**src/rtl/div_arbiter.sv**
```systemverilog
// div_arbiter: round-robin front end that shares one serial divider among
// NUM_REQ requesters. A granted request is captured into holding registers,
// issued to the divider one cycle later, and the result is routed back only
// to the requester that owns the in-flight operation.
module div_arbiter #(
    parameter int unsigned NUM_REQ = 2,
    parameter int unsigned WIDTH   = 64,
    parameter int unsigned ID_BITS = 3
) (
    input  logic                       clk_i,
    input  logic                       rst_ni,
    input  logic [NUM_REQ-1:0]         req_vld_i,
    output logic [NUM_REQ-1:0]         req_rdy_o,
    input  logic [NUM_REQ*ID_BITS-1:0] req_id_i,
    input  logic [NUM_REQ*WIDTH-1:0]   req_op_a_i,
    input  logic [NUM_REQ*WIDTH-1:0]   req_op_b_i,
    input  logic [NUM_REQ*2-1:0]       req_opcode_i,
    input  logic [NUM_REQ-1:0]         req_flush_i,
    output logic [NUM_REQ-1:0]         rsp_vld_o,
    input  logic [NUM_REQ-1:0]         rsp_rdy_i,
    output logic [ID_BITS-1:0]         rsp_id_o,
    output logic [WIDTH-1:0]           rsp_res_o,
    output logic                       div_in_vld_o,
    output logic                       div_flush_o,
    output logic                       div_out_rdy_o,
    input  logic                       div_in_rdy_i,
    input  logic                       div_out_vld_i,
    output logic [ID_BITS-1:0]         div_id_o,
    output logic [WIDTH-1:0]           div_op_a_o,
    output logic [WIDTH-1:0]           div_op_b_o,
    output logic [1:0]                 div_opcode_o,
    input  logic [ID_BITS-1:0]         div_id_i,
    input  logic [WIDTH-1:0]           div_res_i
);

    localparam int unsigned OW = (NUM_REQ > 1) ? $clog2(NUM_REQ) : 1;

    localparam logic [1:0] ST_IDLE  = 2'd0;
    localparam logic [1:0] ST_ISSUE = 2'd1;
    localparam logic [1:0] ST_BUSY  = 2'd2;

    logic [1:0]         r_state;
    logic [OW-1:0]      r_owner;
    logic [OW-1:0]      r_ptr;
    logic [ID_BITS-1:0] r_id;
    logic [WIDTH-1:0]   r_op_a;
    logic [WIDTH-1:0]   r_op_b;
    logic [1:0]         r_opcode;

    logic [1:0]    w_state_d;
    logic          w_gnt_vld;
    logic [OW-1:0] w_gnt_idx;
    logic [OW-1:0] w_cand;
    logic          w_accept;
    logic          w_own_flush;
    logic          w_rsp_hs;
    logic          w_release;
    logic [OW-1:0] w_next_ptr;

    // (base + off) mod NUM_REQ; off is always below NUM_REQ
    function automatic logic [OW-1:0] wrap_add(input logic [OW-1:0] base,
                                               input int unsigned off);
        int unsigned s;
        s = 32'(base) + off;
        if (s >= NUM_REQ) begin
            s = s - NUM_REQ;
        end
        return OW'(s);
    endfunction

    // Round-robin search from r_ptr upward; flushed requesters are skipped
    always_comb begin
        w_gnt_vld = 1'b0;
        w_gnt_idx = '0;
        w_cand    = '0;
        for (int unsigned k = 0; k < NUM_REQ; k++) begin
            w_cand = wrap_add(r_ptr, k);
            if (!w_gnt_vld && req_vld_i[w_cand] && !req_flush_i[w_cand]) begin
                w_gnt_vld = 1'b1;
                w_gnt_idx = w_cand;
            end
        end
    end

    // Control decode: accept, owner flush, result handshake, pointer advance
    always_comb begin
        w_accept    = (r_state == ST_IDLE) && div_in_rdy_i && w_gnt_vld;
        w_own_flush = ((r_state == ST_ISSUE) || (r_state == ST_BUSY)) && req_flush_i[r_owner];
        w_rsp_hs    = (r_state == ST_BUSY) && !w_own_flush && div_out_vld_i
                      && rsp_rdy_i[r_owner];
        w_next_ptr  = (r_owner == OW'(NUM_REQ - 1)) ? '0 : r_owner + OW'(1);
    end

    // Next-state logic; w_release marks the end of an owner's tenure
    always_comb begin
        w_state_d = r_state;
        w_release = 1'b0;
        case (r_state)
            ST_IDLE: begin
                if (w_accept) begin
                    w_state_d = ST_ISSUE;
                end
            end
            ST_ISSUE: begin
                if (w_own_flush) begin
                    w_state_d = ST_IDLE;
                    w_release = 1'b1;
                end else begin
                    w_state_d = ST_BUSY;
                end
            end
            ST_BUSY: begin
                if (w_own_flush || w_rsp_hs) begin
                    w_state_d = ST_IDLE;
                    w_release = 1'b1;
                end
            end
            default: begin
                w_state_d = ST_IDLE;
            end
        endcase
    end

    // Requester-facing outputs; the response path is combinational from the divider
    always_comb begin
        req_rdy_o     = '0;
        rsp_vld_o     = '0;
        rsp_res_o     = '0;
        rsp_id_o      = '0;
        div_out_rdy_o = 1'b0;
        if (w_accept) begin
            req_rdy_o[w_gnt_idx] = 1'b1;
        end
        if (r_state == ST_BUSY) begin
            rsp_res_o = div_res_i;
            rsp_id_o  = div_id_i;
            // An owner flush suppresses delivery even if a result is ready
            if (!w_own_flush) begin
                rsp_vld_o[r_owner] = div_out_vld_i;
                div_out_rdy_o      = rsp_rdy_i[r_owner];
            end
        end
    end

    // Divider-facing outputs
    always_comb begin
        div_in_vld_o = (r_state == ST_ISSUE) && !w_own_flush;
        div_flush_o  = w_own_flush;
        div_id_o     = r_id;
        div_op_a_o   = r_op_a;
        div_op_b_o   = r_op_b;
        div_opcode_o = r_opcode;
    end

    // State, ownership, pointer and holding registers with synchronous reset
    always_ff @(posedge clk_i) begin
        if (!rst_ni) begin
            r_state  <= ST_IDLE;
            r_owner  <= '0;
            r_ptr    <= '0;
            r_id     <= '0;
            r_op_a   <= '0;
            r_op_b   <= '0;
            r_opcode <= '0;
        end else begin
            r_state <= w_state_d;
            if (w_release) begin
                r_ptr <= w_next_ptr;
            end
            if (w_accept) begin
                r_owner  <= w_gnt_idx;
                r_id     <= req_id_i[w_gnt_idx*ID_BITS +: ID_BITS];
                r_op_a   <= req_op_a_i[w_gnt_idx*WIDTH +: WIDTH];
                r_op_b   <= req_op_b_i[w_gnt_idx*WIDTH +: WIDTH];
                r_opcode <= req_opcode_i[w_gnt_idx*2 +: 2];
            end
        end
    end

endmodule

```
**config.mk**
```make
export PLATFORM = sky130hd
export DESIGN_NAME = div_arbiter
export DESIGN_NICKNAME = d
export VERILOG_FILES = /design/src/rtl/div_arbiter.sv
export SDC_FILE = /design/constraint.sdc
export NUM_CORES = 1
export LEC_CHECK = 0
export CORE_AREA = 2 2 211 213
export DETAILED_ROUTE_END_ITERATION = 8
export DIE_AREA = 0 0 213 215
export PLACE_DENSITY = 0.39
export SETUP_SLACK_MARGIN = 0.3
export SYNTH_ARGS = -nofsm -noshare
export SYNTH_HDL_FRONTEND = slang
export SYNTH_SLANG_ARGS = --single-unit
```
**constraint.sdc**
```tcl
create_clock -name clk_i -period 3.1 [get_ports clk_i]
set_clock_uncertainty 0.15 [all_clocks]
set_input_delay 0.62 -clock clk_i [delete_from_list [all_inputs] [get_ports clk_i]]
set_output_delay 0.62 -clock clk_i [all_outputs]
set_load 0.02 [all_outputs]
```
==> results of run 1 <==
==> power by group <==
group	internal [mW]	leakage [nW]	switching (mW)
clock network	1.27	0.283	0.836
logic	1.16	3.63	1.06
registers	1.94	1.12	0.104
==> synthesized netlist by cell type <==
master | n | area share [%]
sky130_fd_sc_hd__a2111oi_4 | 1 | 0.47
sky130_fd_sc_hd__a211o_1 | 1 | 0.15
sky130_fd_sc_hd__a21oi_1 | 2 | 0.17
sky130_fd_sc_hd__a222oi_1 | 133 | 23
sky130_fd_sc_hd__a32oi_1 | 1 | 0.15
sky130_fd_sc_hd__and2_1 | 68 | 7.2
sky130_fd_sc_hd__and3_1 | 1 | 0.11
sky130_fd_sc_hd__buf_1 | 4 | 0.26
sky130_fd_sc_hd__buf_2 | 16 | 1.4
sky130_fd_sc_hd__clkbuf_1 | 47 | 3.0
sky130_fd_sc_hd__dfxtp_1 | 137 | 47
sky130_fd_sc_hd__ha_1 | 4 | 0.85
sky130_fd_sc_hd__inv_1 | 5 | 0.32
sky130_fd_sc_hd__mux2_2 | 1 | 0.19
sky130_fd_sc_hd__mux2i_1 | 3 | 0.51
sky130_fd_sc_hd__nand2_1 | 5 | 0.32
sky130_fd_sc_hd__nand2b_1 | 1 | 0.11
sky130_fd_sc_hd__nand3_1 | 3 | 0.26
sky130_fd_sc_hd__nor2_1 | 2 | 0.13
sky130_fd_sc_hd__nor2b_1 | 135 | 14
sky130_fd_sc_hd__nor2b_2 | 1 | 0.15
sky130_fd_sc_hd__nor3b_1 | 2 | 0.26
sky130_fd_sc_hd__o211a_1 | 1 | 0.17
sky130_fd_sc_hd__o21ai_0 | 1 | 0.085
sky130_fd_sc_hd__o21bai_1 | 1 | 0.13
==> how the worst max path moves through the flow <==
stage                         startpoint           end  cells past startpoint
after floorplan             req_vld_i[1]  req_rdy_o[0]                      3
after global placement    req_flush_i[1]  div_in_vld_o                      5
after detailed placement  req_flush_i[1]  div_in_vld_o                      5
after CTS                     r_state[0]  rsp_res_o[2]                      5
after global routing          r_state[0]   rsp_id_o[2]                      5
final                     req_flush_i[0]  req_rdy_o[1]                      6
==> cell families (layout without fill, tap and decap cells) <==
kind of cell | count (synthesis) | in the layout | synth area share (%)
compound gates | 141 | 141 | 24.0
other cells | 0 | 2 | 0
simple gates | 218 | 218 | 22.9
fa+ha+maj | 4 | 4 | 0.851
flops | 137 | 137 | 46.6
mux | 4 | 4 | 0.702
buf+inv | 72 | 613 | 4.94
==> registers in the layout, summed over array words and instances, names as in the netlist <==
| name | count |
|---|---|
| div_op_a_o | 64 |
| r_state | 2 |
| r_ptr | 1 |
| r_owner | 1 |
| div_opcode_o | 2 |
| div_op_b_o | 64 |
| div_id_o | 3 |
==> layout by cell type (no fill, tap or decap), types with 5 or more instances in the layout <==
cell                                n
sky130_fd_sc_hd__clkdlybuf4s50_1  474
sky130_fd_sc_hd__and2_1            68
sky130_fd_sc_hd__nand2_1            5
sky130_fd_sc_hd__clkbuf_16         17
sky130_fd_sc_hd__dlymetal6s2s_1    19
sky130_fd_sc_hd__dlygate4sd2_1     48
sky130_fd_sc_hd__buf_12            10
sky130_fd_sc_hd__inv_1              5
sky130_fd_sc_hd__nor2b_1          135
sky130_fd_sc_hd__buf_4             19
sky130_fd_sc_hd__dfxtp_1          137
sky130_fd_sc_hd__a222oi_1         133
==> what timing repair did <==
item                       in CTS  in global routing
hold endpoints to repair        0                  0
resized for setup              62                 29
setup endpoints to repair      74                 28
setup buffers                   1                  2
pin swaps                       1                  1
==> layout make-up <==
cell class	count	area [um2]	area share, %
flip-flops and latches	137	2740	21.5
well taps	592	741	5.80
clock buffers	25	495	3.88
multi-input cells	367	2890	22.6
diodes	2	5.00	0.0392
inverters	5	18.8	0.147
repair buffers	576	5790	45.4
clock inverters	7	90.1	0.706
==> per-stage QoR <==
step	power [mW]	instance area (um2)	setup WS (ps)	util, %
after detailed placement	4.35	12100	-64.5	27.8
after floorplan	3.07	5880	664	-
after global routing	6.71	12800	301	29.3
after global placement	4.36	12100	-58.8	27.8
after CTS	6.49	12700	118	29.1
final	6.37	12800	377	29.3
==> per-layer routing <==
layer | vias up | share of wire (%)
li1 | 3297 | -
met1 | 3330 | 39
met2 | 357 | 49
met3 | 25 | 11
met4 | 0 | 1.5
met5 | - | 0
==> critical path, stage by stage <==
cell,delay [ps]
sky130_fd_sc_hd__clkdlybuf4s50_1,420
sky130_fd_sc_hd__buf_4,160
sky130_fd_sc_hd__nor3b_1,340
sky130_fd_sc_hd__nor3b_4,90
sky130_fd_sc_hd__buf_4,160
sky130_fd_sc_hd__buf_4,160
==> run summary, run 1 <==
Flop and latch count out of synthesis: 137
Instance count of the mapped netlist: 576
Number of instances on the worst hold path: 2
Required time of the critical path: 2330 ps
Tmin final: 2720 ps
Arrival time of data at the critical path endpoint: 1950 ps
Post-detailed-placement half-perimeter wirelength: 24200 um
Worst reg2reg endpoint: div_op_b_o[1]
Highest clock frequency the design can meet: 367 MHz
Number of buffers inserted by hold repair at cts: 0
Clock transition at path regs: 60 ps
Reg-to-reg startpoint: r_state[0]
Reg2reg setup slack: 740 ps
Met2 layer usage reported by global route: 23.2%
Highest-utilization routing layer at the global route stage: met2
Startpoint type of the worst setup path: primary input
Reported max-cap violation count: 0
Number of placed instances with taps included: 1674
Count of port buffers added during placement: 549
Remaining max-slew budget at the tightest pin: 47.6%
Via count: 7009
Total detailed-routing wirelength: 33000 um
Effective utilization at floorplan: 13.5%
Post-route DRC violation count: 0
Clock tree sinks: 137
Final GP Congestion: 0.795
Number of distinct standard cells referenced by the synthesized netlist: 25
Critical-path maximum fanout: 3
Share of the yosys chip area belonging to registers: 46.6%
Number of H-tree levels: 4
TritonCTS clock tree: done
Final Setup Violations: 0
Number of global-route vias before repair: 7122
Global-route track usage on met1: 15.7%
I/O pin count: 550
Final instance count without filler cells: 1711
Final hold viol count: 0
GRT Util Overall: 13.9%
Initial antenna violation count: 2
Routing usage on met3: 6.05%
Synth Warn #: 0
Worst Hold End: r_state[1]
Start point of the worst min-delay path: r_state[1]
Global-route wire length before repair: 46800 um
Average detailed-routed wire length per instance: 19.3 um
Worst hold slack: 336 ps
Kind of path behind the tightest hold check: flip-flop to flip-flop
Number of nets with antenna violations after detailed routing: 0
Synth-to-layout area growth: 117%
Final critical-path share of the clock period: 87.8%
Sum of negative setup slack: 0 ps
Worst Setup End Kind: primary output
Syn Nets: 923
Mean number of vias per cell: 4.10
Cells on worst reg2reg path: 7
Number of violations reported at the end of detailed-routing iteration 0: 769
Leakage power summed over all cells: 5.03 nW
Sum of overflow across all layers after global routing: 0
Run status: completed
Chip Height: 215 um
Type of the worst setup path: primary input to primary output
Die width: 213 um
Total die area: 45800 um2
Syn avg cell area: 10.2 um2
Fill count: 4657
CTS Buf Count: 17
Layout cells sized above 1: 6.18%
Total standard cell area after synthesis: 5880 um2
Pre-Repair DR Iteration Count: 9
RSZ-0062 raised after global routing: false
Buffer depth of the longest clock path: 2
Worst skew pair latency: 440 ps
Pin count of the biggest net entering global routing: 71
Worst Max-Slew Pin Slew: 786 ps
Clock root buffer master: sky130_fd_sc_hd__clkbuf_16
Nets@finish: 1451
Final count of pins violating max slew: 0
Power Dens Cells: 499 nW/um2
Cell row count: 77
Core area: 43600 um2
Peak ir drop on the vdd network: 293 uV
(Power assumes the default switching activity.)
==> run 2: changes to the inputs <==
--- a/config.mk
+++ b/config.mk
@@ -6,6 +6,7 @@
 export NUM_CORES = 1
 export LEC_CHECK = 0
 export CORE_AREA = 2 2 211 213
+export CTS_CLUSTER_DIAMETER = 40
 export DETAILED_ROUTE_END_ITERATION = 8
 export DIE_AREA = 0 0 213 215
 export PLACE_DENSITY = 0.39
==> results of run 2 <==
The final DEF is identical to that of run 1; final timing and power are the same.
